==> src/rtl/row_predecoder_pkg.sv <==
// Shared definitions for the pulsed row predecoder.
//   state_t            : operation FSM states (IDLE, ASSERT, RECOVER)
//   CNT_W              : width of the pulse/gap down-counter
//   DEFAULT_ACTIVE_LOW : default output polarity (1 = asserted line driven 0)
//   MAX_* / MIN_*      : legal parameter limits, checked at elaboration
package row_predecoder_pkg;

   typedef enum logic [1:0] {
      ST_IDLE    = 2'd0,
      ST_ASSERT  = 2'd1,
      ST_RECOVER = 2'd2
   } state_t;

   localparam int CNT_W              = 4;
   localparam bit DEFAULT_ACTIVE_LOW = 1'b1;

   localparam int MIN_ADDR_W    = 1;
   localparam int MAX_ADDR_W    = 8;
   localparam int MIN_PULSE_CYC = 1;
   localparam int MAX_CYC       = (1 << CNT_W) - 1;

endpackage

==> src/rtl/onehot_decoder.sv <==
// Combinational address decoder.
//   addr   : line index
//   all    : broadcast, overrides addr and selects every line
//   onehot : active-high select bus, 2**ADDR_W wide
module onehot_decoder #(
   parameter int ADDR_W = 4
) (
   input  logic [ADDR_W-1:0]      addr,
   input  logic                   all,
   output logic [(1<<ADDR_W)-1:0] onehot
);

   // NOTE: the default assignment first means every path writes onehot,
   // so no latch is inferred.
   always_comb begin
      onehot = '0;
      if (all) begin
         onehot = '1;
      end else begin
         onehot[addr] = 1'b1;
      end
   end

endmodule

==> src/rtl/row_predecoder_pulsed.sv <==
// Pulsed row predecoder: accepts one request at a time, asserts the selected
// line (or every line) for PULSE_CYC cycles from a register, then holds all
// lines inactive for GAP_CYC recovery cycles before accepting again.
//   clk, rst_n : rising-edge clock, asynchronous active-low reset
//   req_valid  : request present          req_ready : state is IDLE
//   req_addr   : line index               req_all   : select every line
//   dec_out    : registered line-select bus, polarity set by ACTIVE_LOW
//   busy       : ASSERT or RECOVER        done      : last cycle of an op
module row_predecoder_pulsed
   import row_predecoder_pkg::*;
#(
   parameter int ADDR_W     = 4,
   parameter int PULSE_CYC  = 2,
   parameter int GAP_CYC    = 1,
   parameter bit ACTIVE_LOW = DEFAULT_ACTIVE_LOW
) (
   input  logic                   clk,
   input  logic                   rst_n,
   input  logic                   req_valid,
   output logic                   req_ready,
   input  logic [ADDR_W-1:0]      req_addr,
   input  logic                   req_all,
   output logic [(1<<ADDR_W)-1:0] dec_out,
   output logic                   busy,
   output logic                   done
);

   localparam int LINES = 1 << ADDR_W;
   localparam logic [LINES-1:0] INACTIVE = ACTIVE_LOW ? {LINES{1'b1}} : {LINES{1'b0}};
   localparam logic [CNT_W-1:0] PULSE_LOAD = CNT_W'(PULSE_CYC - 1);
   localparam logic [CNT_W-1:0] GAP_LOAD   = (GAP_CYC > 0) ? CNT_W'(GAP_CYC - 1) : '0;

   if (ADDR_W < MIN_ADDR_W || ADDR_W > MAX_ADDR_W) begin : g_bad_addr_w
      $error("row_predecoder_pulsed: ADDR_W=%0d out of range 1..8", ADDR_W);
   end
   if (PULSE_CYC < MIN_PULSE_CYC || PULSE_CYC > MAX_CYC) begin : g_bad_pulse
      $error("row_predecoder_pulsed: PULSE_CYC=%0d out of range 1..15", PULSE_CYC);
   end
   if (GAP_CYC < 0 || GAP_CYC > MAX_CYC) begin : g_bad_gap
      $error("row_predecoder_pulsed: GAP_CYC=%0d out of range 0..15", GAP_CYC);
   end

   state_t            state, state_nx;
   logic [CNT_W-1:0]  cnt, cnt_nx;
   logic [ADDR_W-1:0] cap_addr;
   logic              cap_all;
   logic [LINES-1:0]  dec_q, dec_nx, onehot;
   logic [ADDR_W-1:0] dec_addr;
   logic              dec_all;
   logic              handshake;

   assign req_ready = (state == ST_IDLE);
   assign busy      = (state != ST_IDLE);
   assign handshake = req_valid & req_ready;

   // On the handshake edge the live request is decoded so the line asserts in
   // the very next cycle; afterwards the captured copy keeps it steady.
   assign dec_addr = handshake ? req_addr : cap_addr;
   assign dec_all  = handshake ? req_all  : cap_all;

   onehot_decoder #(.ADDR_W(ADDR_W)) u_dec (
      .addr   (dec_addr),
      .all    (dec_all),
      .onehot (onehot)
   );

   always_comb begin
      state_nx = state;
      cnt_nx   = cnt;
      dec_nx   = INACTIVE;
      done     = 1'b0;
      case (state)
         ST_IDLE: begin
            if (handshake) begin
               state_nx = ST_ASSERT;
               cnt_nx   = PULSE_LOAD;
               dec_nx   = ACTIVE_LOW ? ~onehot : onehot;
            end
         end
         ST_ASSERT: begin
            if (cnt == '0) begin
               // Lines drop at this edge; done marks the op end only when
               // there is no recovery phase to follow.
               if (GAP_CYC > 0) begin
                  state_nx = ST_RECOVER;
                  cnt_nx   = GAP_LOAD;
               end else begin
                  state_nx = ST_IDLE;
                  done     = 1'b1;
               end
            end else begin
               cnt_nx = cnt - 1'b1;
               dec_nx = ACTIVE_LOW ? ~onehot : onehot;
            end
         end
         ST_RECOVER: begin
            if (cnt == '0) begin
               state_nx = ST_IDLE;
               done     = 1'b1;
            end else begin
               cnt_nx = cnt - 1'b1;
            end
         end
         default: state_nx = ST_IDLE;
      endcase
   end

   // NOTE: sequential state uses non-blocking assignments so every flop
   // samples pre-edge values; the async reset clears dec_q at once, which
   // drops an asserted line without waiting for a clock.
   always_ff @(posedge clk or negedge rst_n) begin
      if (!rst_n) begin
         state    <= ST_IDLE;
         cnt      <= '0;
         cap_addr <= '0;
         cap_all  <= 1'b0;
         dec_q    <= INACTIVE;
      end else begin
         state <= state_nx;
         cnt   <= cnt_nx;
         dec_q <= dec_nx;
         if (handshake) begin
            cap_addr <= req_addr;
            cap_all  <= req_all;
         end
      end
   end

   assign dec_out = dec_q;

endmodule

==> config.mk <==
export PLATFORM = sky130hd
export DESIGN_NAME = row_predecoder_pulsed
export DESIGN_NICKNAME = d
export VERILOG_FILES = /design/src/rtl/row_predecoder_pkg.sv /design/src/rtl/onehot_decoder.sv /design/src/rtl/row_predecoder_pulsed.sv
export SDC_FILE = /design/constraint.sdc
export NUM_CORES = 1
export LEC_CHECK = 0
export ABC_AREA = 1
export CELL_PAD_IN_SITES_DETAIL_PLACEMENT = 0
export CELL_PAD_IN_SITES_GLOBAL_PLACEMENT = 1
export CORE_UTILIZATION = 42
export CTS_BUF_LIST = sky130_fd_sc_hd__clkbuf_2
export DETAILED_ROUTE_END_ITERATION = 10
export GPL_TIMING_DRIVEN = 0
export HOLD_SLACK_MARGIN = 0.05
export PLACE_DENSITY_LB_ADDON = 0.05
export SYNTH_ARGS = -nofsm -noshare
export SYNTH_HDL_FRONTEND = slang
export SYNTH_SLANG_ARGS = --single-unit
==> constraint.sdc <==
create_clock -name clk -period 3.76 [get_ports clk]
set_input_delay 0.752 -clock clk [delete_from_list [all_inputs] [get_ports clk]]
set_output_delay 0.752 -clock clk [all_outputs]
set_load 0.05 [all_outputs]
# Yosys cells after proc, flatten, opt, wreduce, memory -nomap -nowiden

Index checks and enable logic that the tools add are counted.

Flip-flop bits (word level): 27
Input port bits: 8
Output and inout bits: 19

Add/subtract/negate cells: 1
$lt $le $gt $ge: 2
Equality and inequality tests: 6
Multiplexer cells: 18
Bitwise operators: 2
Reduce and logical (&&, ||, !) cells: 7

Operator list:

| kind                | count |
|---|---|
| $mux 16             | 3 |
| $pmux 16 s2         | 1 |
| $mux 4              | 4 |
| $not 16->16         | 1 |
| $pmux 4 s3          | 1 |
| $mux 2              | 3 |
| $ne 2x2->1 const B  | 3 |
| $pmux 2 s3          | 1 |
| $reduce_and 3->1    | 2 |
| $lt 4x5->1 const B  | 1 |
| $demux 1 s4         | 1 |
| $ge 4x1->1 const B  | 1 |
| $logic_not 4->1     | 1 |
| $mux 1              | 4 |
| $sub 4x1->4 const B | 1 |
| $reduce_bool 3->1   | 1 |
| $eq 2x1->1 const B  | 1 |
| $eq 2x2->1 const B  | 1 |
| $logic_not 2->1     | 1 |
| $ne 2x1->1 const B  | 1 |
| $reduce_bool 2->1   | 1 |
| $and 1x1->1         | 1 |
| $logic_and 1x1->1   | 1 |

# Longest topological paths before layout

Depth in word-level cells: 11
Mapped depth: 13
Gate-level depth less buffers: 11

# Modules after synthesis

A second synthesis with hierarchy kept.

Cells, all modules: 157
Area, all modules: 1,375.1 um2

Modules (own cells, without submodules):

| module                | instances | cells an instance | area an instance (um2) | seq. area each (um2) |
|---|---|---|---|---|
| row_predecoder_pulsed | 1         | 110               | 1,183.6                | 695.7 |
| onehot_decoder        | 1         | 47                | 191.4                  | 0.0 |

# Least setup slack after synthesis

OpenSTA, ideal clock, no wires.

Path kind: register to output
Start: register state[0]
End: output busy
Arrival time: 1,413 ps
Required time: 3,008 ps
Setup slack: 1,595 ps
Cell stages (with the launch flop): 5
Buffers on the path: 1
Cells stage by stage: dfrtp_1 -> inv_1 -> ha_1 -> buf_6 -> inv_1

Longest elaborated chain between the ends: 1

RTL lines:

| element                | line                         | text |
|---|---|---|
| from (decl)            | row_predecoder_pulsed.sv:43  | `state_t state, state_nx;` |
| from (signal assigned) | row_predecoder_pulsed.sv:119 | `state <= state_nx;` |
| $reduce_bool 2->1      | row_predecoder_pulsed.sv:53  | `assign busy = (state != ST_IDLE);` |
| to (decl)              | row_predecoder_pulsed.sv:24  | `output logic busy,` |

No other way between the ends.

# Worst setup path after layout

Ends and elaborated chain as after synthesis.

==> run metrics <==
status completed; Post CTS Setup Buffer Count 0; Worst Hold Class in2async; post-CTS resize count 0; final setup violation count 0; type of the worst setup path reg2out; period utilization 0.7862; post-synthesis simple-gate area fraction 0.3944; CTS tree built; initial antenna violation count 0; sum of net half-perimeters after detailed placement 2.504 mm; number of H-tree levels 1; WL per Instance 10.62 um; clock tree root buffer cell clkbuf_2; Port Buf Inserts 26; final-report hold violation count 0; iteration-0 DRC count of the detailed router 62; # diodes 0; Syn. warnings 0; Startpoint Class register; pin count of the biggest net entering global routing 28; Die Y 65.63 um; cts bufs inserted 3; CP max-delay cell clkdlybuf4s50_1; Seq/Total Area, Yosys 0.4091; Non-Filler Instances 322; fin. max-slew vios 0; global-route wire length before repair 6.306 mm; CP Max Fanout 10; commonest non-fill, non-tap cell in the layout nand2_1; post-synthesis compound-gate area fraction 0.04636; Gate Count Post-Synth 244; # IOs 27; ratio of cells with drive above 1 in the final layout 0.1606; Syn Std Cell Area 1700 um2; Post-Syn Nets 259; Core Footprint 3771 um2; Max Freq 338.3 MHz; Synth Area in Adders 0.05151; Synth Area in XOR/XNOR 0; post-route DRC violation count 0; overflow left after global routing 0; # rows 22; Avg Cell Area, Syn 6.969 um2; largest family of logic cells by synthesized area simple AND/OR/NAND/NOR gates; Worst-Skew Late Latency 350 ps; Routed Wire Length 3.420 mm; CP endpoint kind primary output; Netlist cell types 19; total track usage 0.1899; routability cong. 0.7539; via count 1487; setup TNS 0 ps; mux cell area share after synthesis 0; CP max stage delay 820 ps; CP required 3010 ps; fin nets 290; area post-placement 2021 um2; area delta synth->final 19.72%; min cycle time layout 2956 ps; most frequent cells in the layout nand2_1 (123), clkdlybuf4s50_1 (25), inv_1 (22), dfstp_2 (16), nor2_1 (15); clk buf depth 2; drt via density 4.618; Die ar. 4307 um2; Slew @ Worst Pin 587.6 ps; final antenna-violating net count 0; RSZ-0062 raised after global routing false; worst clock skew 13.45 ps; depth of the worst register-to-register path 13; synthesized flop and latch total 27; Starting Density 0.4509; vias in the first global route 1433; final instance area 2036 um2; Slew headroom 0.6082; WP data arrival 2200 ps; Placed Cells incl. Taps 318; Die X 65.63 um; clk sink count 27; CP cell instances inv_1, ha_1, buf_6, inv_1, clkdlybuf4s50_1; DR pass1 iterations 4; max-cap viol count 0; clock slew seen by the registers of the worst setup and hold paths 260 ps; Worst path most repeated cell inv_1; hold_buf cts 0
worst paths after layout:
path,startpoint,to,slack [ps]
max,state[0],busy,800
min,rst_n,cnt[3],340
max reg2reg,state[1],dec_out[6],1810
min reg2reg,cap_addr[2],cap_addr[2],550
max in group asynchronous,rst_n,dec_out[4],3020
min in group clk,cap_addr[2],cap_addr[2],550
metrics by stage:
| step | hold WS [ps] | utilization | setup WS [ps] |
|---|---|---|---|
| 3_5_place_dp | 498.0 | 0.5358 | 1245 |
| 3_3_place_gp | 492.9 | 0.5358 | 1243 |
| 4_1_cts | 553.6 | 0.5411 | 771.5 |
| 5_1_grt | 367.3 | 0.5398 | 643.6 |
| 2_1_floorplan | 456.4 | - | 1595 |
| 6_report | 342.2 | 0.5398 | 804.1 |
synthesized netlist by cell type:
cell type  number  area (um2)
buf_4           1       7.510
nand2_1       123       461.7
nand3_1        12       60.06
buf_12          1       20.02
ha_1            7       87.58
buf_6           3       33.78
nor2_1         15       56.30
o211ai_1        1       7.510
dfstp_2        16       420.4
clkbuf_1        1       3.750
nand2_2        13       81.33
o21ai_0         6       30.03
buf_2           4       20.02
o22ai_1         1       6.260
nand2_4         1       11.26
dfrtp_1        11       275.3
o21a_1          2       15.01
a21oi_1         4       20.02
inv_1          22       82.58
layer usage:
metal  GRT usage  routed length (um)  share of wire
met1      0.2563                1746           0.51
met2      0.3125                1507           0.44
met3     0.02083                 115          0.034
met4     0.06522                  51          0.015
met5           0                   0              0
critical path: cells and delay by family, from the launching register on:
family	cells	cell delay [ps]
buf+inv	4	1180
flops	1	440
fa+ha+maj	1	230
flip-flops by register name, indices dropped and copies added, names as in the netlist:
| register | flops |
|---|---|
| cap_addr | 4 |
| cnt | 4 |
| state | 2 |
| dec_out | 16 |
| cap_all | 1 |
cell families (layout without fill, tap and decap cells):
family | after synthesis | in the layout
flip-flops | 27 | 27
adder cells (fa/ha/maj) | 7 | 7
AND/OR/NAND/NOR | 164 | 164
buffers and inverters | 32 | 62
AO/OA/AOI/OAI | 14 | 14
final cells by class:
type / count / area (um2)
repair buffers: 26 / 255.2
plain buffers: 10 / 85.08
clock inverters: 1 / 5.005
fillers: 400 / 1735
flip-flops and latches: 27 / 695.7
well taps: 48 / 60.06
inverters: 22 / 82.58
clock buffers: 3 / 15.01
multi-input cells: 185 / 837.1
Power is left out: the tool's default activity adds up to more than one toggle a clock period on the data nets, which glitch-free logic cannot reach.
